**src/rtl/g07_slave_responder.sv**
```systemverilog
// Slave responder for the g07 arbitrated bus: single-word read/write into local storage
// after WAIT_STATES wait cycles, then a one-cycle Tdone pulse. Optional decode-error reporting: G07_SLAVE_ERR_EN.
module g07_slave_responder #(
  parameter logic [63:0] BASE_ADDR   = 64'hfffe7637,
  parameter int          DEPTH       = 13,
  parameter int          WAIT_STATES = 2
) (
  input  logic        sysClk,
  input  logic        Breset,
  input  logic        en,
  input  logic [63:0] addr,
  input  logic        wr,
  input  logic [63:0] SbusIn,
  output logic [63:0] dbus_out,
  output logic        Tdone,
  output logic        busy,
  output logic        err
);

  localparam int                 DATA_W   = 64;
  localparam int                 IDX_W    = $clog2(DEPTH);
  localparam logic [3:0]         WS       = 4'(WAIT_STATES);
  localparam logic [DATA_W-1:0]  ERR_WORD = 64'hDEAD_BEEF_DEAD_BEEF;

  typedef enum logic [1:0] {S_IDLE, S_WAIT, S_DONE, S_RECOVER} state_t;

  state_t             state;
  logic [3:0]         cnt;
  logic               wr_p0;
  logic [DATA_W-1:0]  data_p0;
  logic [IDX_W-1:0]   idx_p0;
  logic [DATA_W-1:0]  mem [DEPTH] = '{default: '0};

  logic               idle;
  logic               go_done;
  logic               cur_wr;
  logic               cur_err;
  logic [DATA_W-1:0]  cur_data;
  logic [IDX_W-1:0]   cur_idx;

  // Out-of-window offsets wrap on the low index bits, then fold into 0..DEPTH-1.
  function automatic logic [IDX_W-1:0] word_idx(input logic [63:0] a);
    logic [63:0] off;
    off = (a - BASE_ADDR) & 64'((64'd1 << IDX_W) - 64'd1);
    return IDX_W'(off % 64'(DEPTH));
  endfunction

`ifdef G07_SLAVE_ERR_EN
  logic err_p0;

  function automatic logic decode_err(input logic [63:0] a);
    logic [63:0] off;
    off = a - BASE_ADDR;
    return (a < BASE_ADDR) || (off >= 64'(DEPTH));
  endfunction
`endif

  // Accepting with zero wait states completes on the accept edge itself, so use the live bus.
  always_comb begin
    idle     = (state == S_IDLE);
    go_done  = (idle && en && (WS == 4'd0)) || (state == S_WAIT && en && cnt == 4'd1);
    cur_wr   = idle ? wr     : wr_p0;
    cur_data = idle ? SbusIn : data_p0;
    cur_idx  = idle ? word_idx(addr) : idx_p0;
`ifdef G07_SLAVE_ERR_EN
    cur_err  = idle ? decode_err(addr) : err_p0;
`else
    cur_err  = 1'b0;
`endif
  end

  always_ff @(posedge sysClk) begin
    if (idle && en) begin
      data_p0 <= SbusIn;
      idx_p0  <= word_idx(addr);
    end
  end

  always_ff @(posedge sysClk) begin
    if (!Breset && go_done && cur_wr && !cur_err)
      mem[cur_idx] <= cur_data;
  end

  always_ff @(posedge sysClk) begin
    if (Breset) begin
      state    <= S_IDLE;
      cnt      <= 4'd0;
      busy     <= 1'b0;
      Tdone    <= 1'b0;
      dbus_out <= '0;
      wr_p0    <= 1'b0;
`ifdef G07_SLAVE_ERR_EN
      err      <= 1'b0;
      err_p0   <= 1'b0;
`endif
    end else begin
      Tdone <= go_done;
`ifdef G07_SLAVE_ERR_EN
      err   <= go_done && cur_err;
`endif
      if (go_done)
        dbus_out <= cur_err ? ERR_WORD : (cur_wr ? cur_data : mem[cur_idx]);
      case (state)
        S_IDLE: begin
          if (en) begin
            wr_p0  <= wr;
`ifdef G07_SLAVE_ERR_EN
            err_p0 <= decode_err(addr);
`endif
            cnt    <= WS;
            busy   <= 1'b1;
            state  <= (WS == 4'd0) ? S_DONE : S_WAIT;
          end
        end
        S_WAIT: begin
          if (!en) begin
            state <= S_IDLE;
            busy  <= 1'b0;
            cnt   <= 4'd0;
          end else begin
            cnt <= cnt - 4'd1;
            if (cnt == 4'd1)
              state <= S_DONE;
          end
        end
        S_DONE: state <= S_RECOVER;
        S_RECOVER: begin
          if (!en) begin
            state <= S_IDLE;
            busy  <= 1'b0;
          end
        end
        default: state <= S_IDLE;
      endcase
    end
  end

`ifndef G07_SLAVE_ERR_EN
  assign err = 1'b0;
`endif

endmodule
```
**config.mk**
```make
export PLATFORM = sky130hd
export DESIGN_NAME = g07_slave_responder
export DESIGN_NICKNAME = d
export VERILOG_FILES = /design/src/rtl/g07_slave_responder.sv
export SDC_FILE = /design/constraint.sdc
export NUM_CORES = 1
export LEC_CHECK = 0
export CORE_MARGIN = 4
export CORE_UTILIZATION = 50
export CTS_BUF_LIST = sky130_fd_sc_hd__clkbuf_4
export CTS_CLUSTER_SIZE = 8
export DETAILED_ROUTE_END_ITERATION = 7
export MAX_ROUTING_LAYER = met4
export PLACE_DENSITY_LB_ADDON = 0.3
export REMOVE_ABC_BUFFERS = 1
export SETUP_SLACK_MARGIN = 0.4
export SLEW_MARGIN = 30
export SYNTH_ARGS = -nofsm -noshare
export SYNTH_HDL_FRONTEND = slang
export SYNTH_SLANG_ARGS = --single-unit
export TNS_END_PERCENT = 100
```
**constraint.sdc**
```tcl
create_clock -name sysClk -period 19.98 [get_ports sysClk]
set_input_delay 3.996 -clock sysClk [delete_from_list [all_inputs] [get_ports sysClk]]
set_output_delay 3.996 -clock sysClk [all_outputs]
set_load 0.03 [all_outputs]
```
==> impl_metrics.json <==
{
  "final.min_clock_period_ns": 8.52,
  "postCtsHoldBufs": 0,
  "wl_per_cell_microns": 25.4,
  "rsz0062_at_grt": "no",
  "slew_headroom_pct": 32.1,
  "seq_area_sq_mm": 0.0285,
  "synth.avg_cell_area_sq_um": 12.8,
  "synth_top_area_share_pct": 68.0,
  "syn_area_sq_mm": 0.0397,
  "syn_to_final_growth_pct": 14.0,
  "grt_pass1_vias": 28700,
  "cp-end-kind": "register",
  "grt_start_max_net_pins": 218,
  "die_h_microns": 290,
  "drt_iter0_drc": 3840,
  "start_util_pct": 50.4,
  "critical_path_class": "in -> reg",
  "multi_input_area_sq_mm": 0.0103,
  "yosys.cell_count.top_type": "edfxtp_1",
  "firstDrtPassIters": 6,
  "cts_root_buf": "clkbuf_4",
  "fmax_mhz": 117,
  "cpMaxStageDelayCell": "nor2_4",
  "p_comb_share_pct": 9.2,
  "ys_types": 59,
  "hold_class": "reg -> reg",
  "cap_violations": 0,
  "min_period_over_period_pct": 42.7,
  "overflow": 0,
  "path_clk_slew_ns": 0.06,
  "synth.area.top_cells": "edfxtp_1, o21ai_0, nand3_1",
  "port_buffers": 137,
  "dp_slack_ns": 10.51,
  "cts_setup_buffers": 0,
  "outcome": "finished clean",
  "hold_viol_final": 0,
  "crit_required_ns": 20.63,
  "cp_max_fo": 60,
  "dp_cells": 4071,
  "die-width_microns": 290,
  "yosysTopAreaCell": "edfxtp_1",
  "clkPwrFrac_pct": 38.7,
  "clk_path_buf_depth": 3,
  "clk_latency_ns": 1.09,
  "core_sq_mm": 0.0789,
  "setup_viol": 0,
  "p_seq_share_pct": 52.1,
  "cts_tree": "done",
  "synthFlopType": "edfxtp_1",
  "fp-row-count": 103,
  "routed_wirelength_microns": 115000,
  "path_buf_inv": 4,
  "arrival_ns": 9.18,
  "yosys_warnings": 0,
  "synth_enable_flop_cells": 900,
  "worst_slack_ns": 11.46,
  "skew_ns": 0.0649,
  "fin_nets": 3402,
  "switchingPower_uw": 1090,
  "tightest_slew_ns": 1.02,
  "critPathMaxStageDelay_ns": 0.85,
  "p_leak_uw": 0.0146,
  "post_cts_resized": 0,
  "track_usage_pct": 27.4,
  "ys_seq_area_share_pct": 71.7,
  "vdd_ir_drop_max_mv": 0.0432,
  "htreeDepth": 4,
  "ys_top_cells_by_count": "edfxtp_1, o21ai_0, nand3_1",
  "cts_buffers": 239,
  "ys_ff_latch": 973,
  "final_layout_size_suffix_gt1_share_pct": 15.8,
  "gp_routability_congestion": 0.800,
  "die_area_sq_mm": 0.0840,
  "antenna_found_initial": 2,
  "dr_total_vias": 28900,
  "ys_async_sr_fraction_pct": 0,
  "swShare_pct": 25.3,
  "fillCellCount": 6239,
  "cp_cell_sequence": "clkdlybuf4s50_1, inv_1, ha_1, or3_1, nor4_1, or3_4, buf_4, nand2_1, nor2_4, buf_4",
  "viasPerCell": 6.39,
  "grt_pass1_wl_microns": 171000,
  "dp_hpwl_microns": 53500,
  "powerDensity_mw_per_mm2": 95.7,
  "fin_cells": 4519,
  "detail-route-antenna-nets": 0,
  "slew_viol_final": 0,
  "worst_setup_path_start_kind": "primary input",
  "crit_path_frequent_cell": "buf_4",
  "cp_top_family": "buffers and inverters",
  "drc_errors": 0,
  "p_int_uw": 3240,
  "ioPinCount": 199,
  "syn_inst": 3116,
  "cts.sinks": 973
}
sequential cells by signal, indices dropped and copies added, names as in the netlist, named ones only:
signal / cells
busy: 1
dbus_out: 64
Tdone: 1
state: 1
mem: 832
wr_p0: 1
idx_p0: 4
data_p0: 64
cnt: 4
power groups by stage:
stage	Clock, uW	Sequential, uW	Combinational [uW]
detailed placement	0	2300	386
global route	1820	2260	431
floorplan	0	2300	261
finish	1680	2260	400
CTS	1710	2260	387
global placement	0	2300	367
tightest hold or removal path: cells and delay by family, from the launching register on:
| family | cells | cell delay [ns] |
|---|---|---|
| flip-flops | 1 | 0.34 |
| multiplexers | 1 | 0.07 |
| AND/OR/NAND/NOR | 1 | 0.07 |
per-layer routing:
layer	up-vias	track usage (%)	wire (microns)
li1	12600	-	-
met1	14100	35.2	42900
met2	1878	42.8	54300
met3	291	6.35	14100
met4	0	10.3	3540
met5	-	-	0
final timing paths:
check                           slack [ns]  cells after the start     start         end
worst min-delay path                  0.51                      2     wr_p0       wr_p0
worst max register to register       14.04                      8  state[0]  mem[8][42]
worst max-delay path                 11.46                     10   addr[0]  mem[8][42]
worst min register to register        0.51                      2     wr_p0       wr_p0
kinds of logic after synthesis:
logic type               share of synthesized area [%]
AO/OA/AOI/OAI                                     16.6
flip-flops                                        71.7
AND/OR/NAND/NOR                                   8.54
buffers and inverters                             2.97
adder cells (fa/ha/maj)                          0.126
multiplexers                                    0.0787
other                                          0.00944
XOR/XNOR                                        0.0220
final cells by class:
cell class | count | share of cell area, %
sequential | 973 | 62.9
antenna | 3 | 0.0166
inverter | 7 | 0.0608
timing repair buffer | 198 | 4.46
clock buffer | 372 | 6.16
tap | 1050 | 2.90
clock inverter | 69 | 0.862
multi-input combinational | 1847 | 22.7
cell usage in the layout, fill, tap and decap left out, types with 3 or more instances in the layout:
| cell | instances |
|---|---|
| buf_6 | 9 |
| nor3_2 | 8 |
| nor3_1 | 66 |
| inv_1 | 6 |
| dfxtp_1 | 73 |
| ha_1 | 4 |
| buf_16 | 6 |
| a21oi_2 | 60 |
| bufinv_16 | 3 |
| or3_1 | 3 |
| a221o_1 | 64 |
| clkinv_1 | 52 |
| edfxtp_1 | 900 |
| buf_12 | 3 |
| o21ai_0 | 466 |
| o221ai_1 | 64 |
| inv_6 | 6 |
| clkbuf_4 | 372 |
| buf_4 | 43 |
| nand2b_1 | 5 |
| o21ai_1 | 48 |
| or3_4 | 3 |
| clkdlybuf4s50_1 | 137 |
| a31oi_1 | 64 |
| o21a_1 | 3 |
| nor2_1 | 12 |
| diode_2 | 3 |
| clkinv_2 | 5 |
| nor2_4 | 9 |
| nand2_1 | 202 |
| nand3_1 | 386 |
| a21oi_1 | 329 |
stage by stage:
stage	power [uW]	hold WS [ns]	TNS (ns)	instance area, sq um	util, %
2_1_floorplan	2560	0.460	-654.94	38600	-
3_3_place_gp	2670	0.472	0	41900	53.2
3_5_place_dp	2690	0.494	0	42000	53.2
4_1_cts	4350	0.510	0	45200	57.3
5_1_grt	4510	0.547	0	45300	57.4
6_report	4330	0.514	0	45300	57.4
(Power assumes the default switching activity.)
